`config.mk`:
```
export PLATFORM = sky130hd
export DESIGN_NAME = asymmetric_pack_buffer_flat
export DESIGN_NICKNAME = d
export VERILOG_FILES = /design/src/rtl/asymmetric_pack_buffer_if.sv /design/src/rtl/asymmetric_pack_buffer.sv /design/src/flat_wrapper.sv
export SDC_FILE = /design/constraint.sdc
export NUM_CORES = 2
export LEC_CHECK = 0
export CORE_UTILIZATION = 40
export CTS_BUF_LIST = sky130_fd_sc_hd__clkbuf_8
export DETAILED_ROUTE_END_ITERATION = 10
export SYNTH_ARGS = -nofsm -noshare
export SYNTH_HDL_FRONTEND = slang
export SYNTH_MEMORY_MAX_BITS = 65536
export SYNTH_SLANG_ARGS = --single-unit
export TNS_END_PERCENT = 30
```
`constraint.sdc`:
```
create_clock -name ap_clk -period 15.2 [get_ports ap_clk]
set_clock_uncertainty 0.2 [all_clocks]
set_input_delay 3.04 -clock ap_clk [delete_from_list [all_inputs] [get_ports ap_clk]]
set_output_delay 3.04 -clock ap_clk [all_outputs]
set_load 0.1 [all_outputs]
```
`src/rtl/asymmetric_pack_buffer_if.sv`:
```
// Narrow-in / wide-out stream bundle for the asymmetric pack buffer.
interface asymmetric_pack_buffer_if #(
  parameter int WIDTHA = 4,
  parameter int WIDTHB = 16
);
  logic [WIDTHA-1:0] in_data;
  logic              in_valid;
  logic              in_last;
  logic              in_ready;
  logic [WIDTHB-1:0] out_data;
  logic              out_last;
  logic              out_valid;
  logic              out_ready;

  modport master (
    output in_data, in_valid, in_last, out_ready,
    input  in_ready, out_data, out_last, out_valid
  );

  modport slave (
    input  in_data, in_valid, in_last, out_ready,
    output in_ready, out_data, out_last, out_valid
  );
endinterface

```
`src/rtl/asymmetric_pack_buffer.sv`:
```
// Packs WIDTHA-bit elements little-endian into WIDTHB-bit words, buffers them
// in a DEPTHB-word RAM and issues them through a two-stage registered read path.
module asymmetric_pack_buffer #(
  parameter int WIDTHA    = 4,
  parameter int WIDTHB    = 16,
  parameter int DEPTHB    = 256,
  parameter     RAM_STYLE = "auto"
) (
  input  logic                   ap_clk,
  input  logic                   ap_rst_n,
  asymmetric_pack_buffer_if.slave bus
);
  localparam int RATIO = WIDTHB / WIDTHA;
  localparam int LW    = $clog2(RATIO);
  localparam int AW    = $clog2(DEPTHB);
  localparam int CW    = AW + 1;

  (* ram_style = RAM_STYLE *) logic [WIDTHB:0] mem [DEPTHB];

  logic [LW-1:0]     lane;
  logic [WIDTHB-1:0] asm_q;
  logic [WIDTHB-1:0] merged;
  logic [AW-1:0]     wr_ptr;
  logic [AW-1:0]     rd_ptr;
  logic [CW-1:0]     count;
  logic              in_fire;
  logic              complete;
  logic              out_fire;
  logic              rd_issue;
  logic              s2_load;
  logic [1:0]        occ;
  logic              s1_v;
  logic [WIDTHB:0]   s1_d;
  logic              out_v_q;
  logic              out_last_q;
  logic [WIDTHB-1:0] out_data_q;

  assign bus.in_ready  = (count < CW'(DEPTHB));
  assign bus.out_valid = out_v_q;
  assign bus.out_last  = out_last_q;
  assign bus.out_data  = out_data_q;

  assign in_fire  = bus.in_valid & bus.in_ready;
  assign complete = in_fire & (bus.in_last | (lane == LW'(RATIO - 1)));
  assign out_fire = out_v_q & bus.out_ready;

  // The assembly register is cleared on every completion, so lanes above the
  // current one are already zero when an in_last flush closes a short word.
  always_comb begin
    merged = asm_q;
    merged[lane*WIDTHA +: WIDTHA] = bus.in_data;
  end

  assign occ      = {1'b0, s1_v} + {1'b0, out_v_q} - {1'b0, out_fire};
  assign rd_issue = (count != '0) && (occ < 2'd2);
  assign s2_load  = s1_v & (~out_v_q | bus.out_ready);

  always_ff @(posedge ap_clk or negedge ap_rst_n) begin
    if (!ap_rst_n) begin
      lane  <= '0;
      asm_q <= '0;
    end else if (in_fire) begin
      if (complete) begin
        lane  <= '0;
        asm_q <= '0;
      end else begin
        lane  <= lane + LW'(1);
        asm_q <= merged;
      end
    end
  end

  always_ff @(posedge ap_clk or negedge ap_rst_n) begin
    if (!ap_rst_n) begin
      wr_ptr <= '0;
      rd_ptr <= '0;
      count  <= '0;
    end else begin
      if (complete) wr_ptr <= wr_ptr + AW'(1);
      if (rd_issue) rd_ptr <= rd_ptr + AW'(1);
      case ({complete, rd_issue})
        2'b10:   count <= count + CW'(1);
        2'b01:   count <= count - CW'(1);
        default: count <= count;
      endcase
    end
  end

  // Full count blocks writes and empty count blocks reads, so the same
  // address is never written and read on one edge.
  always_ff @(posedge ap_clk) begin
    if (complete) mem[wr_ptr] <= {bus.in_last, merged};
    if (rd_issue) s1_d <= mem[rd_ptr];
  end

  always_ff @(posedge ap_clk or negedge ap_rst_n) begin
    if (!ap_rst_n) begin
      s1_v       <= 1'b0;
      out_v_q    <= 1'b0;
      out_last_q <= 1'b0;
      out_data_q <= '0;
    end else begin
      if (rd_issue)     s1_v <= 1'b1;
      else if (s2_load) s1_v <= 1'b0;

      if (s2_load) begin
        out_v_q    <= 1'b1;
        out_last_q <= s1_d[WIDTHB];
        out_data_q <= s1_d[WIDTHB-1:0];
      end else if (out_fire) begin
        out_v_q <= 1'b0;
      end
    end
  end
endmodule
```
`src/flat_wrapper.sv`:
```
// flat-port wrapper written by rule: the top's interface ports become plain ports
module asymmetric_pack_buffer_flat 
#(
  parameter int WIDTHA    = 4,
  parameter int WIDTHB    = 16,
  parameter int DEPTHB    = 256,
  parameter     RAM_STYLE = "    "
)
  (ap_clk, ap_rst_n, bus_in_data, bus_in_valid, bus_in_last, bus_out_ready, bus_in_ready, bus_out_data, bus_out_last, bus_out_valid);
  asymmetric_pack_buffer_if #(.WIDTHA(WIDTHA), .WIDTHB(WIDTHB)) bus_i ();
  input  logic ap_clk;
  input  logic ap_rst_n;
  input wire logic [$bits(bus_i.in_data)-1:0] bus_in_data;
  input wire logic [$bits(bus_i.in_valid)-1:0] bus_in_valid;
  input wire logic [$bits(bus_i.in_last)-1:0] bus_in_last;
  input wire logic [$bits(bus_i.out_ready)-1:0] bus_out_ready;
  output wire logic [$bits(bus_i.in_ready)-1:0] bus_in_ready;
  output wire logic [$bits(bus_i.out_data)-1:0] bus_out_data;
  output wire logic [$bits(bus_i.out_last)-1:0] bus_out_last;
  output wire logic [$bits(bus_i.out_valid)-1:0] bus_out_valid;
  assign bus_i.in_data = bus_in_data;
  assign bus_i.in_valid = bus_in_valid;
  assign bus_i.in_last = bus_in_last;
  assign bus_i.out_ready = bus_out_ready;
  assign bus_in_ready = bus_i.in_ready;
  assign bus_out_data = bus_i.out_data;
  assign bus_out_last = bus_i.out_last;
  assign bus_out_valid = bus_i.out_valid;
  asymmetric_pack_buffer #(.WIDTHA(WIDTHA), .WIDTHB(WIDTHB), .DEPTHB(DEPTHB), .RAM_STYLE(RAM_STYLE)) u_core (.ap_clk(ap_clk), .ap_rst_n(ap_rst_n), .bus(bus_i));
endmodule
```
==> summary.md <==
| Metric | Value |
|---|---|
| Outcome | `completed` |
| Syn Area/Cell | `22.0 um^2` |
| Min-Delay Path Depth | `1` |
| Register share of total power | `0.409` |
| Initial Utilization | `0.402` |
| Worst hold path class | `register to register` |
| Yosys synthesis warning count | `0` |
| Root buffer cell | `clkbuf_8` |
| Final period util | `0.453` |
| Vias post-DR | `86769` |
| Worst slew margin | `0.0284` |
| Final hold slack | `0.314 ns` |
| Clock-pin slew on the worst setup and hold paths | `0.06 ns` |
| Worst-Skew Late Latency | `1.24 ns` |
| Grt total ovfl | `0` |
| Crit-path slowest cell | `a222oi_1` |
| Post-Synthesis Cells | `7777` |
| Die ar. | `429000 um^2` |
| Placer congestion estimate | `0.897` |
| Most common library cell in the layout ignoring fill and taps | `edfxtp_1` |
| GRT Resource Usage Total | `0.232` |
| Setup TNS | `0 ns` |
| # hold bufs at CTS | `0` |
| Fmax | `145 MHz` |
| Crit-path most repeated cell | `buf_4` |
| Worst path required time | `15.96 ns` |
| Initial antenna violation count | `25` |
| Area delta synth->final | `12.0%` |
| Net Sw Frac | `0.357` |
| Worst EP arrival | `7.64 ns` |
| R2R Path Start | `u_core.rd_ptr[0]$_DFFE_PN0P_` |
| Slew Limit Fails | `0` |
| Io pins | `28` |
| Worst Hold End | `u_core.bus.out_data[13]$_DFFE_PN0P_` |
| Port bufs | `27` |
| FP Rows | `239` |
| CP Launch Type | `register` |
| DRT iter0 DRCs | `12011` |
| Most frequent cells in the layout | `edfxtp_1 (4369), mux4_2 (976), clkbuf_8 (700), mux2i_1 (358), buf_4 (254)` |
| Post-DP HPWL | `302000 um` |
| Core Region | `424000 um^2` |
| Peak VDD IR | `0.146 mV` |
| CTS tree | `built` |
| Critical Path Fanout Max | `42` |
| RSZ-0062 raised after global routing | `false` |
| First-pass GRT wire length | `693000 um` |
| Setup violations, final | `0` |
| Leakage | `60.9 nW` |
| Layout net count | `8323` |
| Critical-path cell list | `buf_4, buf_4, buf_4, buf_4, mux4_2, a222oi_1, o22ai_1, nor3_1, o32ai_1` |
| Top_reg_cell synth | `edfxtp_1` |
| Critical Setup Path Class | `register to register` |
| DIE HEIGHT | `655 um` |
| Routed len/inst | `34.8 um` |
| EDFF count, synth | `4369` |
| RR Endpoint | `u_core.s1_d[12]$_DFFE_PP_` |
| Critical Path Stages | `9` |
| Max-Cap Viols | `0` |
| Worst Path Buf+Inv | `4` |
| Worst setup EP type | `register` |
| Number of global-route vias before repair | `86055` |
| Syn_nets | `7805` |
| Synthesized area | `171000 um^2` |
| DRC errors left | `0` |
| Postcts setup bufs | `0` |
| Share of layout cells above drive strength 1 | `0.271` |
| Clock power share | `0.269` |
| Flop2flop setup slack | `8.32 ns` |
| Pin slew with the least headroom to its limit | `1.46 ns` |
| Router iterations before antenna repair | `6` |
| WL final | `505000 um` |
| Seq/Total Area, Yosys | `0.777` |
| Switch Pwr | `12.5 mW` |
| Power Dens Cells | `183 nW/um^2` |
| Gate power share | `0.323` |
| Seq cells post-synth | `4431` |
| Chip Width | `655 um` |
| CP top delay family | `buffers and inverters` |
| Largest net degree at the start of global routing | `190` |
| Final Hold Violating Endpoints | `0` |
| Clock sinks | `4431` |
| Post-synth ARST share | `0.0140` |
| Post-DR vias/cell | `5.97` |
| Worst reg2reg path depth | `9` |
| Final ANT Viol Nets | `0` |
| Cell-internal power | `22.5 mW` |
| Distinct cells, synth | `77` |
| Minimum clock period | `6.88 ns` |
| Resize count post-CTS | `0` |
| Clock Tree Buf Depth | `4` |
| CTS Buf Count | `686` |
| H-tree Lvls | `6` |
| Crit-path max cell delay | `0.90 ns` |
| Hold Crit Start | `u_core.bus.out_data[13]$_DFFE_PN0P_` |
power by group through the flow:
stage                     registers, mW  clock network (mW)  logic, mW
after floorplan                    14.9                   0       6.49
after global placement             14.5                   0       11.1
after detailed placement           14.5                   0       11.2
after CTS                          14.3                9.50       11.2
after global routing               14.3                10.0       11.5
final                              14.3                9.39       11.3
worst max-delay path by stage:
stage	from	to	slack, ns
2_1_floorplan	u_core.lane[0]$_DFFE_PN0P_	u_core.mem[0][10]$_DFFE_PP_	2.07
3_3_place_gp	bus_in_valid	u_core.mem[154][8]$_DFFE_PP_	7.77
3_5_place_dp	bus_in_valid	u_core.mem[157][9]$_DFFE_PP_	7.65
4_1_cts	u_core.rd_ptr[0]$_DFFE_PN0P_	u_core.s1_d[12]$_DFFE_PP_	8.28
5_1_grt	u_core.rd_ptr[0]$_DFFE_PN0P_	u_core.s1_d[12]$_DFFE_PP_	8.09
6_report	u_core.rd_ptr[0]$_DFFE_PN0P_	u_core.s1_d[12]$_DFFE_PP_	8.32
cells by family after synthesis:
group / share of synthesized area
AOI/OAI and AO/OA: 0.0344
buffers and inverters: 0.0176
adders and majority gates: 0.00144
muxes: 0.152
xor gates and xnor gates: 0.00108
and+or+nand+nor: 0.0160
DFF: 0.777
sequential cells by signal, summed over array words and instances (netlist names):
register	count
u_core.mem	4352
u_core.bus.out_data	16
u_core.s1_d	17
u_core.bus.out_last	1
u_core.asm_q	16
u_core.count	9
u_core.wr_ptr	8
u_core.rd_ptr	8
u_core.lane	2
u_core.bus.out_valid	1
u_core.s1_v	1
stage by stage:
stage | utilization | power, mW | instances | setup WS [ns] | instance area, um^2
6_report | 0.451 | 34.9 | 14529 | 8.32 | 191000
3_3_place_gp | 0.420 | 25.6 | 13269 | 7.77 | 178000
2_1_floorplan | - | 21.4 | 7777 | 2.07 | 171000
4_1_cts | 0.450 | 34.9 | 14502 | 8.28 | 191000
5_1_grt | 0.450 | 35.8 | 14513 | 8.09 | 191000
3_5_place_dp | 0.421 | 25.7 | 13270 | 7.65 | 178000
Yosys cell counts, types with 8 or more instances:
cell type     n  area share
a211oi_1     62      0.0027
a21o_1        9     0.00040
a21oi_1     181      0.0053
a221oi_1    109      0.0056
a22o_1       42      0.0022
a22oi_1     127      0.0056
a31oi_1       8     0.00029
a41o_1       12     0.00070
buf_1        24     0.00053
buf_12        9      0.0011
buf_2       113      0.0033
buf_4        35      0.0015
buf_6        60      0.0040
buf_8        25      0.0022
clkbuf_1    198      0.0044
dfrtp_1      62      0.0091
edfxtp_1   4369        0.77
ha_1         18      0.0013
inv_1        25     0.00055
mux2_2       19      0.0013
mux2i_1     358       0.021
mux4_2      976        0.13
nand2_1     144      0.0032
nand2b_1     12     0.00044
nand3_1      83      0.0024
nand4_1      16     0.00059
nor2_1      301      0.0066
nor2b_1      17     0.00062
nor3_1       17     0.00050
nor4_1        8     0.00029
o211ai_1     19     0.00084
o21ai_0      79      0.0023
o221ai_1     58      0.0030
o22ai_1      47      0.0017
o31ai_1      11     0.00048
xnor2_1      16     0.00082
layout make-up:
| class | instances | area, um^2 |
|---|---|---|
| Clock inverter | 532 | 3070 |
| Multi-Input combinational cell | 2852 | 36000 |
| Inverter | 27 | 106 |
| Antenna cell | 27 | 67.6 |
| Sequential cell | 4431 | 133000 |
| Timing Repair Buffer | 297 | 2500 |
| Clock buffer | 700 | 9630 |
| Fill cell | 35282 | 233000 |
| Tap cell | 5663 | 7090 |
layer usage:
metal,track usage,share of wire,vias to the layer above
met3,0.0531,0.10,921
met2,0.360,0.46,5321
li1,-,-,34152
met1,0.314,0.39,46360
met4,0.103,0.048,15
met5,0,0.00094,-
worst reg2reg max path: cells and delay by family, from the launching register on:
family	cells	cell delay [ns]
buffers and inverters	4	2.80
AOI/OAI and AO/OA	3	1.40
DFF	1	0.89
and+or+nand+nor	1	0.69
muxes	1	0.63
Power figures use the tool's default switching activity.
